<file path="src/rtl/node_accum_if.sv">
// node_accum_if: handshake and data bundle between the MAC stage, node_accum and the activation sink
interface node_accum_if #(
    parameter int OUT_W = 8
);
    logic              start;
    logic signed [15:0] bias_in;
    logic [19:0]       sum_in;
    logic              sum_valid;
    logic              out_ready;
    logic [OUT_W-1:0]  act_out;
    logic              act_valid;
    logic              act_sat;
    logic              busy;

    modport master (
        output start, bias_in, sum_in, sum_valid, out_ready,
        input  act_out, act_valid, act_sat, busy
    );

    modport slave (
        input  start, bias_in, sum_in, sum_valid, out_ready,
        output act_out, act_valid, act_sat, busy
    );
endinterface

</file>
<file path="src/rtl/node_accum.sv">
// node_accum: accumulates per-neuron partial sums, adds bias, applies ReLU, shift and saturation
module node_accum #(
    parameter int NUM_CHUNKS = 49,
    parameter int SHIFT      = 8,
    parameter int OUT_W      = 8
) (
    input logic         clk,
    input logic         rst_n,
    node_accum_if.slave bus
);
    localparam int CW = $clog2(NUM_CHUNKS + 1);

    typedef enum logic [1:0] {IDLE, ACCUM, FINAL, OUT} state_t;

    state_t             state_q, state_d;
    logic [25:0]        acc_q, acc_d;
    logic [CW-1:0]      cnt_q, cnt_d;
    logic signed [15:0] bias_q, bias_d;
    logic [OUT_W-1:0]   act_q, act_d;
    logic               sat_q, sat_d;
    logic               valid_q, valid_d;

    logic signed [26:0] total;
    logic [25:0]        relu;
    logic [25:0]        shifted;
    logic               sat;

    // The accumulator is always non-negative, so after ReLU a logical shift equals the arithmetic one
    assign total   = $signed({1'b0, acc_q}) + $signed({{11{bias_q[15]}}, bias_q});
    assign relu    = total[26] ? '0 : total[25:0];
    assign shifted = relu >> SHIFT;
    assign sat     = (shifted >> OUT_W) != '0;

    assign bus.act_out   = act_q;
    assign bus.act_sat   = sat_q;
    assign bus.act_valid = valid_q;
    assign bus.busy      = state_q != IDLE;

    // State and datapath registers; reset aborts any neuron in flight
    always_ff @(posedge clk or negedge rst_n) begin
        if (!rst_n) begin
            state_q <= IDLE;
            acc_q   <= '0;
            cnt_q   <= '0;
            bias_q  <= '0;
            act_q   <= '0;
            sat_q   <= 1'b0;
            valid_q <= 1'b0;
        end else begin
            state_q <= state_d;
            acc_q   <= acc_d;
            cnt_q   <= cnt_d;
            bias_q  <= bias_d;
            act_q   <= act_d;
            sat_q   <= sat_d;
            valid_q <= valid_d;
        end
    end

    // Next-state logic; start and sum_valid are only honoured in IDLE and ACCUM respectively
    always_comb begin
        state_d = state_q;
        acc_d   = acc_q;
        cnt_d   = cnt_q;
        bias_d  = bias_q;
        act_d   = act_q;
        sat_d   = sat_q;
        valid_d = valid_q;
        case (state_q)
            IDLE: if (bus.start) begin
                state_d = ACCUM;
                acc_d   = '0;
                cnt_d   = '0;
                bias_d  = bus.bias_in;
            end
            ACCUM: if (bus.sum_valid) begin
                acc_d   = acc_q + {6'b0, bus.sum_in};
                cnt_d   = cnt_q + 1'b1;
                state_d = cnt_q == CW'(NUM_CHUNKS - 1) ? FINAL : ACCUM;
            end
            FINAL: begin
                act_d   = sat ? '1 : shifted[OUT_W-1:0];
                sat_d   = sat;
                valid_d = 1'b1;
                state_d = OUT;
            end
            OUT: if (bus.out_ready) begin
                valid_d = 1'b0;
                state_d = IDLE;
            end
            default: state_d = IDLE;
        endcase
    end
endmodule

</file>
<file path="src/flat_wrapper.sv">
// flat-port wrapper written by rule: the top's interface ports become plain ports
module node_accum_flat 
#(
    parameter int NUM_CHUNKS = 49,
    parameter int SHIFT      = 8,
    parameter int OUT_W      = 8
)
  (clk, rst_n, bus_start, bus_bias_in, bus_sum_in, bus_sum_valid, bus_out_ready, bus_act_out, bus_act_valid, bus_act_sat, bus_busy);
  node_accum_if #(.OUT_W(OUT_W)) bus_i ();
  input logic clk;
  input logic rst_n;
  input wire logic [$bits(bus_i.start)-1:0] bus_start;
  input wire logic [$bits(bus_i.bias_in)-1:0] bus_bias_in;
  input wire logic [$bits(bus_i.sum_in)-1:0] bus_sum_in;
  input wire logic [$bits(bus_i.sum_valid)-1:0] bus_sum_valid;
  input wire logic [$bits(bus_i.out_ready)-1:0] bus_out_ready;
  output wire logic [$bits(bus_i.act_out)-1:0] bus_act_out;
  output wire logic [$bits(bus_i.act_valid)-1:0] bus_act_valid;
  output wire logic [$bits(bus_i.act_sat)-1:0] bus_act_sat;
  output wire logic [$bits(bus_i.busy)-1:0] bus_busy;
  assign bus_i.start = bus_start;
  assign bus_i.bias_in = bus_bias_in;
  assign bus_i.sum_in = bus_sum_in;
  assign bus_i.sum_valid = bus_sum_valid;
  assign bus_i.out_ready = bus_out_ready;
  assign bus_act_out = bus_i.act_out;
  assign bus_act_valid = bus_i.act_valid;
  assign bus_act_sat = bus_i.act_sat;
  assign bus_busy = bus_i.busy;
  node_accum #(.NUM_CHUNKS(NUM_CHUNKS), .SHIFT(SHIFT), .OUT_W(OUT_W)) u_core (.clk(clk), .rst_n(rst_n), .bus(bus_i));
endmodule
</file>
<file path="config.mk">
export PLATFORM = sky130hd
export DESIGN_NAME = node_accum_flat
export DESIGN_NICKNAME = d
export VERILOG_FILES = /design/src/rtl/node_accum_if.sv /design/src/rtl/node_accum.sv /design/src/flat_wrapper.sv
export SDC_FILE = /design/constraint.sdc
export NUM_CORES = 1
export LEC_CHECK = 0
export CORE_MARGIN = 3
export CORE_UTILIZATION = 62
export DETAILED_ROUTE_END_ITERATION = 6
export HOLD_SLACK_MARGIN = 0.03
export MAX_ROUTING_LAYER = met4
export PLACE_DENSITY = 0.94
export SKIP_LAST_GASP = 1
export SYNTH_ARGS = -nofsm -noshare
export SYNTH_HDL_FRONTEND = slang
export SYNTH_SLANG_ARGS = --single-unit
</file>
<file path="constraint.sdc">
create_clock -name clk -period 6.3 [get_ports clk]
set_input_delay 1.575 -clock clk [delete_from_list [all_inputs] [get_ports clk]]
set_output_delay 1.575 -clock clk [all_outputs]
set_load 0.01 [all_outputs]
</file>
==> results of run 1 <==
[area by class of cell]
class                      instances  share of cell area [%]
inverter                          13                   0.914
multi-input combinational        447                    55.3
tap                               96                    2.25
clock buffer                      12                    2.53
sequential                        60                    28.1
timing repair buffer              54                    9.89
clock inverter                     4                   0.938
[routing by layer]
layer  vias to the layer above  routed length [um]  global-route usage (%)
met2                       209                5650                    46.7
met4                         0                 153                    8.04
li1                       2063                   -                       -
met1                      2035                4990                    37.3
met5                         -                   0                       -
met3                        22                 877                    4.43
[path summary, 6_finish.rpt]
kind                                                endpoint  slack [ns]  depth (start not counted)                        startpoint
max in group asynchronous      u_core.state_q[0]$_DFFE_PN0P_        4.42                          2                             rst_n
min                         u_core.bus.act_valid$_DFFE_PN0P_        0.48                          1  u_core.bus.act_valid$_DFFE_PN0P_
min reg2reg                 u_core.bus.act_valid$_DFFE_PN0P_        0.48                          1  u_core.bus.act_valid$_DFFE_PN0P_
min in group asynchronous       u_core.bias_q[5]$_DFFE_PN0P_        1.37                          2                             rst_n
max                             u_core.acc_q[20]$_DFFE_PN0P_        1.68                         12                     bus_sum_in[0]
max reg2reg                u_core.bus.act_out[7]$_DFFE_PN0P_        2.61                         10       u_core.acc_q[4]$_DFFE_PN0P_
[cells by family after synthesis]
| group | count (synthesis) |
|---|---|
| AOI/OAI and AO/OA | 158 |
| xor gates and xnor gates | 27 |
| adders and majority gates | 48 |
| buffers and inverters | 30 |
| DFF | 60 |
| muxes | 6 |
| and+or+nand+nor | 208 |
[where the power goes]
group          switching [uW]  internal [uW]
clock network             158            183
logic                     717            500
registers                 130            490
[cells in the final DEF (no fill, tap or decap), types with 9 or more instances in the layout]
cell type and n:
nor3_1 19, dfrtp_1 60, clkdlybuf4s50_1 50, a21o_1 20, clkbuf_8 9, or3_1 10
nand2_1 94, nand4_1 9, xor2_1 20, o21ai_0 37, nor2_1 36, ha_1 47
a21oi_1 40, inv_1 13, nand3_1 9
[critical path, stage by stage]
cell,delay [ns]
clkdlybuf4s50_1,0.40
ha_1,0.24
fa_1,0.42
a21o_1,0.17
a21oi_1,0.28
nor3_1,0.10
nor2_1,0.23
a211oi_1,0.15
o311ai_0,0.62
a21oi_1,0.28
a211o_1,0.36
nand2_1,0.07
[through the flow]
| stage | std cells | utilization (%) | setup slack, ns |
|---|---|---|---|
| after floorplan | 537 | - | 2.33 |
| after global placement | 670 | 73.8 | 1.74 |
| after detailed placement | 670 | 73.8 | 1.53 |
| after CTS | 686 | 76.5 | 1.75 |
| after global routing | 686 | 76.5 | 1.53 |
| final | 686 | 76.5 | 1.68 |
[registers in the layout, summed over array words and instances (netlist names), named ones only]
signal / flops
u_core.cnt_q: 6
u_core.state_q: 1
u_core.bus.act_sat: 1
u_core.bus.act_valid: 1
u_core.bias_q: 16
u_core.acc_q: 26
u_core.bus.act_out: 8
==> summary.md, run 1 <==
| Metric | Value |
|---|---|
| # H-tree levels | 3 |
| EDFF count, synth | 0 |
| Die Ht | 91.9 um |
| Period utilization | 73.4% |
| Die W | 91.9 um |
| Register Area | 1500 um^2 |
| Max Clock Skew | 0.0155 ns |
| Post-DP Area | 5150 um^2 |
| Clock Tree Buf Depth | 2 |
| IO buf count | 51 |
| CTS Buf Count | 9 |
| Clock-pin slew on the worst setup and hold paths | 0.07 ns |
| Initial antenna violation count | 0 |
| Largest family of logic cells by synthesized area | compound AO/OA/AOI/OAI gates |
| Post-synthesis mux area share | 1.34% |
| Routed wire length per instance | 17.0 um |
| Slew Limit Fails | 0 |
| Core ar. | 6980 um^2 |
| Critical path type | primary input to flip-flop |
| Fillers | 511 |
| Static Leak | 0.00249 uW |
| Global Route Usage Sum | 28.6% |
| CTS resizes | 0 |
| N_diodes | 0 |
| Multi-input logic area | 2950 um^2 |
| Slew headroom | 35.6% |
| Main flop type after synthesis | dfrtp_1 |
| Area delta synth->final | 16.6% |
| Finished Cell Area | 5340 um^2 |
| Post-DP HPWL | 8590 um |
| Vias/cell | 6.31 |
| Drt first-iter violations | 311 |
| Total power | 2180 uW |
| Post-synthesis cell count | 537 |
| Actual slew at the worst max-slew pin | 0.965 ns |
| Synth Area in Compound Gates | 23.9% |
| Vias in the first global route | 4,161 |
| Synthesized area per cell | 8.53 um^2 |
| Sequential share of the synthesized area | 32.8% |
| Unique cell type count in the Yosys netlist | 63 |
| RSZ-0062 raised after global routing | no |
| Final setup violation count | 0 |
| Remaining DRCs | 0 |
| Post-route minimum period | 4.62 ns |
| Cts hold-fix bufs | 0 |
| Die area | 8450 um^2 |
| Initial Util | 65.6% |
| Post-synth ARST share | 100% |
| Root Driver | clkbuf_8 |
| Synth Area in XOR/XNOR | 5.16% |
| Largest net degree at the start of global routing | 61 |
| Simple-Gate Fraction of Synth Area | 20.8% |
| Arr. time, crit path | 4.91 ns |
| Startpoint types | primary input |
| Critical Path End Type | flip-flop |
| Top post-synthesis cells by area | dfrtp_1 33%, ha_1 13%, nand2_1 7.7%, a21oi_1 4.4%, o21ai_0 4.0% |
| Nets | 674 |
| GRT overflow | 0 |
| Hold Vio Cnt, Final | 0 |
| VDD IR max | 217 uV |
| Drt total wl | 11,700 um |
| Hold Crit Class | flip-flop to flip-flop |
| Post-synth top area cell | dfrtp_1 |
| Required @ worst endpoint | 6.58 ns |
| Mapped Area | 4580 um^2 |
| Routed vias | 4,329 |
| Worst Path Max Fanout | 4 |
| Synthesized-area fraction occupied by adder cells | 13.3% |
| First-pass GRT wire length | 19,300 um |
| Seq cells post-synth | 60 |
| Max_cap viols | 0 |
| Layout cells sized above 1 | 4.75% |
| Num rows | 30 |
| Status | completed |
| Drt first pass iters | 5 |
| Post-synth top cells | 94 x nand2_1, 60 x dfrtp_1, 47 x ha_1, 40 x a21oi_1, 37 x o21ai_0 |
| Post-Route Setup TNS | 0 ns |
| Power per cell area | 408 nW/um^2 |
| Gp weighted congestion | 0.958 |
| DRT antenna net count | 0 |
| Clk_lat worst skew | 0.35 ns |
| I/O pin cnt | 52 |
| CTS tree | built |
| Yosys warns | 0 |
| Net count after synthesis | 626 |
| Hold WS | 0.481 ns |
| Post-synth top area share | 32.8% |
| Fmax | 0.216 GHz |
| Clk sink count | 60 |
| Post-CTS Setup Bufs | 0 |
| Top-count cell post-synth | nand2_1 |
(Power assumes the default switching activity.)
==> run 2, diff against run 1 <==
CORE_UTILIZATION = 52   (was 62)
PLACE_DENSITY = 0.85   (was 0.94)
clock period = 3.75 ns   (was 6.3 ns; I/O delays follow)
==> run 2 against run 1 <==
  * First-iteration DRC count down 8.0%
  * Sequential power is 68% higher
  * Total power rose by 70%
  * Routed wire length down 4.3%
  * Core utilization is 11 points lower
  * Register-to-register slack worse by 2.4 ns
  * Count of clock-buffer cells in the layout down 1
  * Flip-flop and latch count unchanged
  * Critical path type is now flip-flop to flip-flop
  * Largest cell class unchanged
==> summary.md, run 2 (synthesis gave the netlist of run 1 again) <==
| Metric | Value |
|---|---|
| Status | completed |
| Commonest cells after routing, fill and taps aside | 94 x nand2_1, 60 x dfrtp_1, 50 x clkdlybuf4s50_1 |
| Power per cell area | 678 nW/um^2 |
| Max Clock Skew | 0.0122 ns |
| Fmax | 0.283 GHz |
| Layout cells sized above 1 | 7.78% |
| Post-DP Area | 5270 um^2 |
| Commonest non-fill, non-tap cell in the layout | nand2_1 |
| Finished Cell Area | 5470 um^2 |
| Largest net degree at the start of global routing | 46 |
| Period utilization | 94.1% |
| CTS Buf Count | 9 |
| Required @ worst endpoint | 3.96 ns |
| Clock-pin slew on the worst setup and hold paths | 0.07 ns |
| Startpoint types | flip-flop |
| GR Util met2 | 36.9% |
| Hold Vio Cnt, Final | 0 |
| Initial Util | 54.6% |
| Slew Limit Fails | 0 |
| Post-route minimum period | 3.53 ns |
| Critical path type | flip-flop to flip-flop |
| Drt total wl | 11,200 um |
| # H-tree levels | 3 |
| Clk_lat worst skew | 0.34 ns |
| Die W | 99.8 um |
| GRT overflow | 0 |
| Routed wire length per instance | 15.8 um |
| Num rows | 33 |
| Area delta synth->final | 19.5% |
| Worst Path Max Fanout | 9 |
| Slew headroom | 35.1% |
| Initial antenna violation count | 0 |
| Actual slew at the worst max-slew pin | 0.973 ns |
| Max FFs per register | 26 |
| Root Driver | clkbuf_8 |
| Static Leak | 0.00257 uW |
| Final setup violation count | 0 |
| Grt met3 use | 3.41% |
| Clock Tree Buf Depth | 2 |
| I/O pin cnt | 52 |
| N_diodes | 0 |
| VDD IR max | 361 uV |
| Multi-input logic area | 2970 um^2 |
| Global Route Usage Sum | 24.0% |
| GRT busiest layer | met2 |
| Drt first pass iters | 5 |
| DRT antenna net count | 0 |
| IO buf count | 51 |
| Max_cap viols | 0 |
| Post-CTS Setup Bufs | 0 |
| Hold WS | 0.479 ns |
| First-pass GRT wire length | 19,100 um |
| GRT met1 Usage | 32.8% |
| Register Area | 1500 um^2 |
| Remaining DRCs | 0 |
| Die area | 9970 um^2 |
| Drt first-iter violations | 286 |
| Post-DP HPWL | 8500 um |
| Total power | 3710 uW |
| Clk sink count | 60 |
| Arr. time, crit path | 3.74 ns |
| Hold Crit Class | flip-flop to flip-flop |
| Gp weighted congestion | 0.943 |
| CTS tree | built |
| Nets | 688 |
| Routed vias | 4,257 |
| Die Ht | 99.8 um |
| Critical Path End Type | flip-flop |
| CTS resizes | 0 |
| Vias/cell | 6.00 |
| Core ar. | 8380 um^2 |
| Reg with most FFs | u_core.acc_q |
| Vias in the first global route | 4,088 |
| Fillers | 681 |
| Cts hold-fix bufs | 0 |
run 2: metrics by stage:
stage / setup WS, ns / std cells / utilization, % / TNS, ns
CTS: 0.0968 / 709 / 65.1 / 0
global placement: -0.184 / 693 / 62.9 / -0.621
global route: -0.0119 / 709 / 65.3 / -0.0119
detailed placement: -0.253 / 693 / 62.9 / -1.19
finish: 0.220 / 709 / 65.3 / 0
floorplan: 0.419 / 537 / - / 0
run 2: final cells by class:
| type | count | area share (%) |
|---|---|---|
| clock buffers | 11 | 2.40 |
| clock inverters | 5 | 0.960 |
| inverters | 13 | 0.892 |
| multi-input cells | 447 | 54.3 |
| flip-flops and latches | 60 | 27.4 |
| well taps | 105 | 2.40 |
| repair buffers | 68 | 11.6 |
run 2: path summary, 6_finish.rpt:
kind	from	end	slack (ns)	depth (start not counted)
setup / recovery	u_core.acc_q[4]$_DFFE_PN0P_	u_core.bus.act_out[4]$_DFFE_PN0P_	0.22	10
hold / removal	u_core.bus.act_valid$_DFFE_PN0P_	u_core.bus.act_valid$_DFFE_PN0P_	0.48	1
setup reg to reg	u_core.acc_q[4]$_DFFE_PN0P_	u_core.bus.act_out[4]$_DFFE_PN0P_	0.22	10
hold reg to reg	u_core.bus.act_valid$_DFFE_PN0P_	u_core.bus.act_valid$_DFFE_PN0P_	0.48	1
max in group asynchronous	rst_n	u_core.acc_q[22]$_DFFE_PN0P_	2.21	2
min in group asynchronous	rst_n	u_core.acc_q[3]$_DFFE_PN0P_	0.76	1
run 2: per-layer routing:
metal  wire, um  part of all wire, %
met3        545                  4.9
met4        159                  1.4
met5          0                    0
met1       5270                   47
met2       5200                   47
run 2: where the power goes:
part | switching (uW) | internal [uW]
clock network | 261 | 304
logic | 1200 | 912
registers | 213 | 823
total | 1670 | 2040
run 2: critical path: stages (launching register included):
cell and delay, ns:
dfrtp_1 0.45, ha_1 0.34, a21o_1 0.23, a2111oi_4 0.39, a21oi_2 0.13, a211o_2 0.37
a41o_1 0.30, xor2_1 0.16, or4_4 0.62, a2111oi_4 0.34, nor3_1 0.07
==> run 3, diff against run 2 <==
CORE_UTILIZATION = 57   (was 52)
PLACE_DENSITY = 0.88   (was 0.85)
clock period = 3.25 ns   (was 3.75 ns; I/O delays follow)
==> run 3 against run 2 <==
  * The flow now finishes with violations (setup timing)
  * Total power up 36%
  * Register-to-register slack worse by 0.26 ns
  * Clock power up 41%
  * Worst hold slack worse by 0.046 ns
  * Die area down 8.3%
  * First-iteration DRC count up 27%
  * Global-route usage up 5.0 points
  * Critical path depth unchanged
  * Combinational power up 44%
  * Critical endpoint unchanged
  * Largest power group unchanged
==> summary.md, run 3 (synthesis gave the netlist of run 1 again) <==
| Metric | Value |
|---|---|
| Critical Path End Type | flip-flop |
| Failing checks | setup timing |
| Commonest cells after routing, fill and taps aside | 94 x nand2_1, 60 x dfrtp_1, 55 x buf_4 |
| Power per cell area | 834 nW/um^2 |
| Comb pwr share | 60.1% |
| Cts hold-fix bufs | 0 |
| # H-tree levels | 3 |
| Slew headroom | 43.3% |
| Final setup violation count | 2 |
| Reg with most FFs | u_core.acc_q |
| Clock-pin slew on the worst setup and hold paths | 0.07 ns |
| Actual slew at the worst max-slew pin | 0.829 ns |
| Routed wire length per instance | 17.5 um |
| Vias/cell | 6.28 |
| Final worst setup slack | -0.0422 ns |
| Clk sink count | 60 |
| Clk_lat worst skew | 0.35 ns |
| Initial Util | 59.0% |
| GRT overflow | 0 |
| VDD IR max | 540 uV |
| Hold Vio Cnt, Final | 0 |
| Num rows | 32 |
| Arr. time, crit path | 3.51 ns |
| Die Ht | 95.6 um |
| Hold WS | 0.433 ns |
| Fmax | 0.304 GHz |
| Final non-filler cell total | 746 |
| Clock power share | 15.8% |
| Static Leak | 0.00283 uW |
| CTS tree | built |
| P_int | 2810 uW |
| Drt total wl | 13,000 um |
| Worst Reg-to-Reg Cells | 10 |
| RSZ-0062 raised after global routing | yes |
| Commonest non-fill, non-tap cell in the layout | nand2_1 |
| Remaining DRCs | 0 |
| Clock Tree Buf Depth | 2 |
| Max Clock Skew | 0.0103 ns |
| Required @ worst endpoint | 3.47 ns |
| Max_cap viols | 0 |
| Core ar. | 7770 um^2 |
| Hold Crit Class | primary input to asynchronous set/reset pin |
| Routed vias | 4,684 |
| Post-route minimum period | 3.29 ns |
| Drt first pass iters | 5 |
| IO buf count | 51 |
| Slew Limit Fails | 0 |
| Root Driver | clkbuf_8 |
| DRT antenna net count | 0 |
| Layout cells sized above 1 | 18.2% |
| Initial antenna violation count | 0 |
| Max FFs per register | 26 |
| Die W | 95.6 um |
| Critical path type | flip-flop to flip-flop |
| Inst Count DP | 721 |
| Core Util, Final | 77.7% |
| Worst Path Max Fanout | 5 |
| Status | complete, but fails checks |
| Sw frac | 44.2% |
| Global Route Usage Sum | 29.0% |
| N_diodes | 0 |
| Area delta synth->final | 31.9% |
| CTS Buf Count | 9 |
| Post-DP HPWL | 9160 um |
| Largest net degree at the start of global routing | 25 |
| Flop pwr share | 24.0% |
| Startpoint types | flip-flop |
| Period utilization | 101% |
| Die area | 9150 um^2 |
| First-pass GRT wire length | 20,300 um |
| Psw | 2230 uW |
| I/O pin cnt | 52 |
| Drt first-iter violations | 362 |
| Nets | 728 |
| Gp weighted congestion | 0.900 |
| Vias in the first global route | 4,401 |
==> run 3: changes by cell type in the layout (fill, tap and decap cells not counted), sizes merged, moves of 2 or more <==
| cell | change |
|---|---|
| buf | +38 |
| clkbuf | +2 |
| clkdlybuf4s50 | -4 |
| clkinv | -3 |
| dlymetal6s2s | +4 |
==> run 3: cell type report <==
type                            instances  area, um^2
Multi-Input combinational cell        449        3200
Sequential cell                        60        1500
Timing Repair Buffer                  106         928
Fill cell                             486        1730
Clock buffer                           13         169
Clock inverter                          3        67.6
Inverter                               13        48.8
Tap cell                              102         128
==> run 3: power groups by stage <==
stage | combinational [uW] | sequential [uW] | clock (uW)
6_report | 3030 | 1210 | 798
5_1_grt | 3300 | 1220 | 837
4_1_cts | 2760 | 1180 | 799
3_5_place_dp | 2620 | 1190 | 0
3_3_place_gp | 2510 | 1180 | 0
2_1_floorplan | 1800 | 1110 | 0
==> run 3: repair_timing <==
item                                    4_1_cts  5_1_grt
cloned                                        1        1
endpoints found under the setup margin       15       18
pin swaps                                    10       14
setup buffers                                 5        2
gates resized for setup                      15       29
==> run 3: final timing paths <==
| kind | start | end | slack, ns |
|---|---|---|---|
| setup / recovery | u_core.acc_q[4]$_DFFE_PN0P_ | u_core.bus.act_out[4]$_DFFE_PN0P_ | -0.04 |
| setup reg to reg | u_core.acc_q[4]$_DFFE_PN0P_ | u_core.bus.act_out[4]$_DFFE_PN0P_ | -0.04 |
| hold / removal | rst_n | u_core.bias_q[3]$_DFFE_PN0P_ | 0.43 |
| min in group clk | u_core.bus.act_valid$_DFFE_PN0P_ | u_core.bus.act_valid$_DFFE_PN0P_ | 0.48 |
| max in group asynchronous | rst_n | u_core.acc_q[24]$_DFFE_PN0P_ | 2.12 |
| hold reg to reg | u_core.bus.act_valid$_DFFE_PN0P_ | u_core.bus.act_valid$_DFFE_PN0P_ | 0.48 |
==> run 3: per-layer routing <==
layer	routed length, um	share of wire (%)	up-vias	global-route usage, %
li1	-	-	2185	-
met1	5330	41	2222	36.3
met3	876	6.7	52	5.05
met4	448	3.4	0	11.0
met2	6370	49	225	46.8
met5	0	0	-	-
==> run 3: per-stage QoR <==
stage               instance area, um^2  setup TNS (ns)  total power (uW)  setup WS (ns)
global placement                   5510           -3.38              3690         -0.457
global route                       6040          -0.852              5360         -0.200
finish                             6040         -0.0566              5040        -0.0422
detailed placement                 5510           -5.03              3820         -0.560
floorplan                          4590               0              2910        0.00917
CTS                                5860         -0.0127              4750        -0.0127
==> run 3: worst max-delay path, cell delays in order (launching register included) <==
cell	delay, ns
dfrtp_1	0.45
ha_4	0.24
a21o_1	0.18
a2111oi_4	0.34
a211oi_1	0.17
o21a_1	0.21
or3_1	0.30
a32o_1	0.24
or4_4	0.61
a2111oi_4	0.35
nor3_1	0.07
